### src/rtl/uart_rx_ctrl.sv
// UART receive sequencer: oversampled start/data/stop detection with valid/ready byte output.
// Optional UART_RX_PARITY_EN inserts an even-parity bit between data and stop and adds par_err.
module uart_rx_ctrl #(
    parameter int OVS       = 20,
    parameter int DATA_BITS = 8
) (
    input  logic                 clk,
    input  logic                 rst,
    input  logic                 rx,
    output logic [DATA_BITS-1:0] out_data,
    output logic                 out_valid,
    input  logic                 out_ready,
    output logic                 busy,
    output logic                 frm_err,
`ifdef UART_RX_PARITY_EN
    output logic                 par_err,
`endif
    output logic                 ovr_err
);

    localparam int CW = $clog2(OVS);
    localparam int IW = (DATA_BITS > 1) ? $clog2(DATA_BITS) : 1;
    localparam logic [CW-1:0] CNT_MID = CW'(OVS/2 - 1);
    localparam logic [CW-1:0] CNT_END = CW'(OVS - 1);

`ifdef UART_RX_PARITY_EN
    typedef enum logic [2:0] {IDLE, START, DATA, PARITY, STOP, BRK} state_t;
`else
    typedef enum logic [2:0] {IDLE, START, DATA, STOP, BRK} state_t;
`endif

    state_t               state, state_nxt;
    logic [1:0]           sync;
    logic                 rxs;
    logic [CW-1:0]        cnt;
    logic [IW-1:0]        idx;
    logic [DATA_BITS-1:0] shreg;
    logic                 smp, stop_smp, good;

    assign rxs = sync[1];

    // rx is asynchronous to clk; the line idles high so the flops reset high
    always_ff @(posedge clk or negedge rst) begin
        if (!rst) sync <= 2'b11;
        else      sync <= {sync[0], rx};
    end

    always_ff @(posedge clk or negedge rst) begin
        if (!rst) state <= IDLE;
        else      state <= state_nxt;
    end

    always_comb begin
        state_nxt = state;
        smp       = 1'b0;
        stop_smp  = 1'b0;
        case (state)
            IDLE:  if (!rxs) state_nxt = START;
            START: if (cnt == CNT_MID) begin
                       smp       = 1'b1;
                       state_nxt = rxs ? IDLE : DATA;
                   end
            DATA:  if (cnt == CNT_END) begin
                       smp = 1'b1;
`ifdef UART_RX_PARITY_EN
                       if (idx == IW'(DATA_BITS-1)) state_nxt = PARITY;
`else
                       if (idx == IW'(DATA_BITS-1)) state_nxt = STOP;
`endif
                   end
`ifdef UART_RX_PARITY_EN
            PARITY: if (cnt == CNT_END) begin
                        smp       = 1'b1;
                        state_nxt = STOP;
                    end
`endif
            STOP:  if (cnt == CNT_END) begin
                       smp       = 1'b1;
                       stop_smp  = 1'b1;
                       state_nxt = rxs ? IDLE : BRK;
                   end
            BRK:   if (rxs) state_nxt = IDLE;
            default: state_nxt = IDLE;
        endcase
    end

    // Counter restarts at every sample point so each bit is timed from the previous sample
    always_ff @(posedge clk or negedge rst) begin
        if (!rst) begin
            cnt   <= '0;
            idx   <= '0;
            shreg <= '0;
        end else begin
            if (smp || state == IDLE || state == BRK) cnt <= '0;
            else                                      cnt <= cnt + CW'(1);
            if (state != DATA) idx <= '0;
            else if (smp)      idx <= idx + IW'(1);
            if (state == DATA && smp) shreg <= {rxs, shreg[DATA_BITS-1:1]};
        end
    end

`ifdef UART_RX_PARITY_EN
    logic par_bad;

    always_ff @(posedge clk or negedge rst) begin
        if (!rst)                        par_bad <= 1'b0;
        else if (state == START)         par_bad <= 1'b0;
        else if (state == PARITY && smp) par_bad <= (rxs != ^shreg);
    end

    // Parity is only reported once the stop bit is known good
    always_ff @(posedge clk or negedge rst) begin
        if (!rst) par_err <= 1'b0;
        else      par_err <= stop_smp & rxs & par_bad;
    end

    assign good = stop_smp & rxs & ~par_bad;
`else
    assign good = stop_smp & rxs;
`endif

    always_ff @(posedge clk or negedge rst) begin
        if (!rst) begin
            out_data  <= '0;
            out_valid <= 1'b0;
            busy      <= 1'b0;
            frm_err   <= 1'b0;
            ovr_err   <= 1'b0;
        end else begin
            busy    <= (state_nxt != IDLE);
            frm_err <= stop_smp & ~rxs;
            ovr_err <= 1'b0;
            if (good) begin
                // A byte accepted this cycle frees the slot for the new one
                if (!out_valid || out_ready) begin
                    out_data  <= shreg;
                    out_valid <= 1'b1;
                end else begin
                    ovr_err <= 1'b1;
                end
            end else if (out_valid && out_ready) begin
                out_valid <= 1'b0;
            end
        end
    end

endmodule

### config.mk
export PLATFORM = sky130hd
export DESIGN_NAME = uart_rx_ctrl
export DESIGN_NICKNAME = d
export VERILOG_FILES = /design/src/rtl/uart_rx_ctrl.sv
export SDC_FILE = /design/constraint.sdc
export NUM_CORES = 1
export LEC_CHECK = 0
export ABC_AREA = 1
export BUFFER_PORTS_ARGS = -buffer_cell sky130_fd_sc_hd__buf_2
export CORE_ASPECT_RATIO = 0.9
export CORE_MARGIN = 2
export CORE_UTILIZATION = 60
export DETAILED_ROUTE_END_ITERATION = 12
export PLACE_DENSITY_LB_ADDON = 0.12
export RECOVER_POWER = 50
export SYNTH_ARGS = -nofsm -noshare
export SYNTH_HDL_FRONTEND = slang
export SYNTH_SLANG_ARGS = --single-unit
### constraint.sdc
create_clock -name clk -period 4.8 [get_ports clk]
set_clock_uncertainty 0.2 [all_clocks]
set_input_delay 0.96 -clock clk [delete_from_list [all_inputs] [get_ports clk]]
set_output_delay 0.96 -clock clk [all_outputs]
set_load 0.01 [all_outputs]
=== After elaboration in Yosys (flattened, before gate mapping) ===
Cells that the tools add are included.
Widths: inputs -> output; s select.

* Word-level logic and storage cells: 58
* Register bits after elaboration: 33
* Output and inout bits: 12

* Equal/unequal tests: 9
* Bitwise operators: 3
* Muxes and demuxes: 21
* Reductions and logical operators: 13
* Add/sub/neg operators: 2

{| class="wikitable"
|+ Operators by type and width
! operator !! number
|-
| $mux 3 || 9
|-
| $pmux 3 s5 || 1
|-
| $mux 1 || 8
|-
| $eq 3x2->1 const B || 2
|-
| $eq 3x3->1 const B || 2
|-
| $add 5x1->5 const B || 1
|-
| $eq 5x4->1 const B || 1
|-
| $eq 5x5->1 const B || 1
|-
| $mux 5 || 1
|-
| $reduce_and 2->1 || 2
|-
| $reduce_bool 2->1 || 2
|-
| $add 3x1->3 const B || 1
|-
| $eq 3x1->1 const B || 1
|-
| $logic_not 3->1 || 1
|-
| $logic_or 1x1->1 || 3
|-
| $ne 3x2->1 const B || 1
|-
| $reduce_bool 3->1 || 1
|-
| $and 1x1->1 || 2
|-
| $logic_and 1x1->1 || 2
|-
| $mux 2 || 1
|-
| $ne 2x1->1 const B || 1
|-
| $pmux 1 s2 || 1
|-
| $reduce_or 2->1 || 1
|-
| $logic_not 1->1 || 1
|-
| $not 1->1 || 1
|}

=== Depth between registers and ports, before layout ===
* Depth in word-level cells: 6
* Depth in mapped cells: 10

=== Worst setup path before layout ===
No wires, ideal clock.

* Path kind: input to register
* Start point: input port out_ready
* End point: register out_data[0]
* Cell stages on the path: 5
* Arrival: 1.525 ns
* Required time: 4.534 ns
* Slack: 3.009 ns
* Setup time: 0.066 ns
* Path through: inv_1 -> nand2_1 -> buf_1 -> nand3_1 -> nand2_1

* Longest elaborated chain between the ends: 2

{| class="wikitable"
|+ RTL lines
! what !! line !! text
|-
| start: declaration || 12 || <nowiki>input logic out_ready,</nowiki>
|-
| $logic_or 1x1->1 || 135 || <nowiki>if (!out_valid || out_ready) begin</nowiki>
|-
| $reduce_and 2->1 (no source line) || n/a ||
|-
| end signal: assignment || 136 || <nowiki>out_data <= shreg;</nowiki>
|-
| end: declaration || 10 || <nowiki>output logic [DATA_BITS-1:0] out_data,</nowiki>
|}

Every way passes these cells.
A chain may end at the register's enable or synchronous reset.

==> impl_metrics.csv <==
group,metric,value,unit
setup_path,max_stage_delay,1.20,ns
place,gp_congestion,0.833,
power,swShare,30.3,%
outcome,status,"finished with violations",
grt,antenna_found_initial,0,
worst_hold_path,holdPathEnd,"sync[1]$_DFF_PN1_",
yosys,ys_seq_area_share,55.0,%
yosys,ys.warnings.count,0,
sta,max_freq,452,MHz
route,vias_per_cell,4.99,
setup_path,reg2reg_depth,6,
place,port_buffers,15,
sta,period_needed,2.21,ns
die,rows,17,
place,pre_cts_ws,2.86,ns
clocking,clock-sinks,33,
layout,fin_cells,208,
layout,multi_input_area,576,µm²
route,via_count,1037,
setup_path,slowest_stage,"clkbuf_1",
setup_path,crit_type,"primary input to asynchronous set/reset pin",
power,pwr-share-seq,45.4,%
sta,grt_setup_unrepaired,"false",
grt,grt_pass1_vias,969,
worst_hold_path,hp-class,"flip-flop to flip-flop",
layout,fillers,191,
yosys,synth_area_leaders,"dfrtp_1 (52%), nand2_1 (11%), o21ai_2 (5.2%), nand3_1 (5.0%), inv_1 (4.5%)",
setup_path,r2r_slack,2.77,ns
die,initial_core_util,62.1,%
layout,finalNetCount,187,
die,chipHeight,51.5,µm
yosys,ys_types,22,
yosys,netlist_area,1510,µm²
die,die-area,2930,µm²
layout,num_antenna_cells,0,
layout,final_util,69.9,%
power,vdd_drop_max,0.000360,V
clocking,cts_made_buffers,5,
power,switching_power,0.000225,W
setup_path,cp_data_arrival_time,2.16,ns
die,die_x,56.8,µm
setup_path,cp_num_buf_inv,1,
grt,grt_overflow,0,
sta,worst_slack,2.59,ns
place,numPlacedInstances,200,
power,total_power,0.000742,W
sta,slew_violations,34,
clocking,cts_tree,"done",
route,initialDrtViolationCount,21,
power,pwr-share-clk,34.8,%
clocking,clk_pin_slew,0.11,ns
layout,drive_gt1_share,23.9,%
grt,track_usage,19.9,%
die,core_area,2420,µm²
route,wire_per_inst,11.9,µm
power,power.leakage,0.941,nW
grt,grt_max_degree,34,
power,p_int,0.000517,W
setup_path,crit_fanout,33,
route,totalWireLength,2.47,mm
setup_path,path_cells,"clkbuf_1",
setup_path,reg2reg_from,"cnt[0]$_DFF_PN0_",
route,ant_nets,0,
die,ios,16,
yosys,avgSynthCellArea,9.47,µm²
yosys,yosys.area.top_type,"dfrtp_1",
power,comb_power_share,19.8,%
yosys,synth_top_area_share,51.5,%
power,p_per_area,438,nW/µm²
worst_hold_path,min_from,"sync[0]$_DFF_PN1_",
yosys,ys_seq_elements,33,
sta,worst_pin_slew,1.69,ns
clocking,insertion_delay,0.35,ns
clocking,max-clock-path-buffers,2,
setup_path,r2r-end,"shreg[2]$_DFFE_PN0P_",
yosys,syn-num-nets,167,
layout,syn_to_final_growth,12.6,%
sta,period_share,46.0,%
clocking,cts_root_buf,"clkbuf_4",
sta,tns,0,ns
setup_path,cp-start-kind,"primary input",
setup_path,startpoint,"rst",
clocking,holdBufCountCts,0,
sta,finalHoldViolCount,0,
clocking,postCtsResizedCells,0,
setup_path,required,4.75,ns
setup_path,end_kind,"asynchronous set/reset pin",
outcome,violations,"capacitance limit, slew limit",
clocking,cts_max_level,2,
grt,grt_pass1_wl,4.26,mm
sta,setup_viol,0,
route,drc,0,
clocking,cts_setup_buffers,0,
worst_hold_path,worstHoldPathCells,0,
yosys,synthCells,159,
place,dpl.hpwl,1.68,mm
route,dr.pass1.iters,4,
sta,maxSlewHeadroom,-12.8,%
layout,seqCellArea,828,µm²
setup_path,cp_top_family,"buffers and inverters",
run,cap_violations,1,
[per-layer routing]
metal	wire length, µm	track usage, %	vias to the layer above
met5	0	0	-
met4	58	11.6	0
met3	117	6.22	7
met2	1060	29.1	19
met1	1230	26.3	474
li1	-	-	537
[state kept, by name (all words and copies together), names as in the netlist]
signal     cells
out_valid      1
cnt            5
frm_err        1
out_data       8
sync           2
ovr_err        1
state          3
idx            3
busy           1
shreg          8
[placed cells by master, fill, tap and decap left out, drive strengths merged]
cell and count:
o21ai 9, nand3 15, buf 14, clkinv 1
bufinv 2, dfstp 2, o21bai 1, nor2 16
clkbuf 6, nand2 49, xnor2 1, a21oi 1
ha 4, nand4 4, xor2 2, inv 21
dfrtp 31, nor3 1
[kinds of logic (layout without fill, tap and decap cells)]
family          after synthesis  in the layout  synth area share [%]
simple gates                 85             85                  27.6
xor+xnor                      3              3                  1.75
buf+inv                      23             44                  6.23
compound gates               11             11                  6.07
fa+ha+maj                     4              4                  3.33
flops                        33             33                  55.0
[power groups by stage]
stage	sequential [W]	combinational, W	clock, W
finish	0.000337	0.000147	0.000258
global route	0.000342	0.000170	0.000270
CTS	0.000337	0.000151	0.000261
detailed placement	0.000342	0.000147	0
global placement	0.000340	0.000140	0
floorplan	0.000337	0.000115	0
[worst max-delay path by stage]
stage	to	slack, ns	cells after the start
floorplan	out_data[0]$_DFFE_PN0P_	3.01	5
global route	out_data[5]$_DFFE_PN0P_	2.22	1
global placement	out_data[4]$_DFFE_PN0P_	2.89	6
finish	idx[1]$_DFFE_PN0P_	2.59	1
CTS	out_data[1]	2.75	1
detailed placement	out_data[3]$_DFFE_PN0P_	2.86	6
[layout make-up]
type                            count  area share [%]
Sequential cell                    33            48.9
Inverter                           21            4.65
Clock inverter                      3            3.84
Tap cell                           28            2.07
Multi-Input combinational cell    103            34.0
Timing Repair Buffer               15            4.36
Clock buffer                        5            2.22
[Yosys cell counts]
cell type and n:
nand2_1 45, dfrtp_1 31, inv_1 18, nand3_1 15, nor2_1 13, o21ai_2 9
ha_1 4, inv_2 3, nand4_1 3, dfstp_2 2, nand2_2 2, nand2_4 2
nor2_4 2, xor2_1 2, a21oi_1 1, buf_1 1, buf_6 1, nand4_4 1
nor2_8 1, nor3_1 1, o21bai_1 1, xnor2_1 1
[through the flow]
step	instance area [µm²]	hold slack (ns)
2_1_floorplan	1510	0.145
3_3_place_gp	1600	0.146
3_5_place_dp	1600	0.147
4_1_cts	1700	0.164
5_1_grt	1690	0.172
6_report	1690	0.166
(Power assumes the default switching activity.)
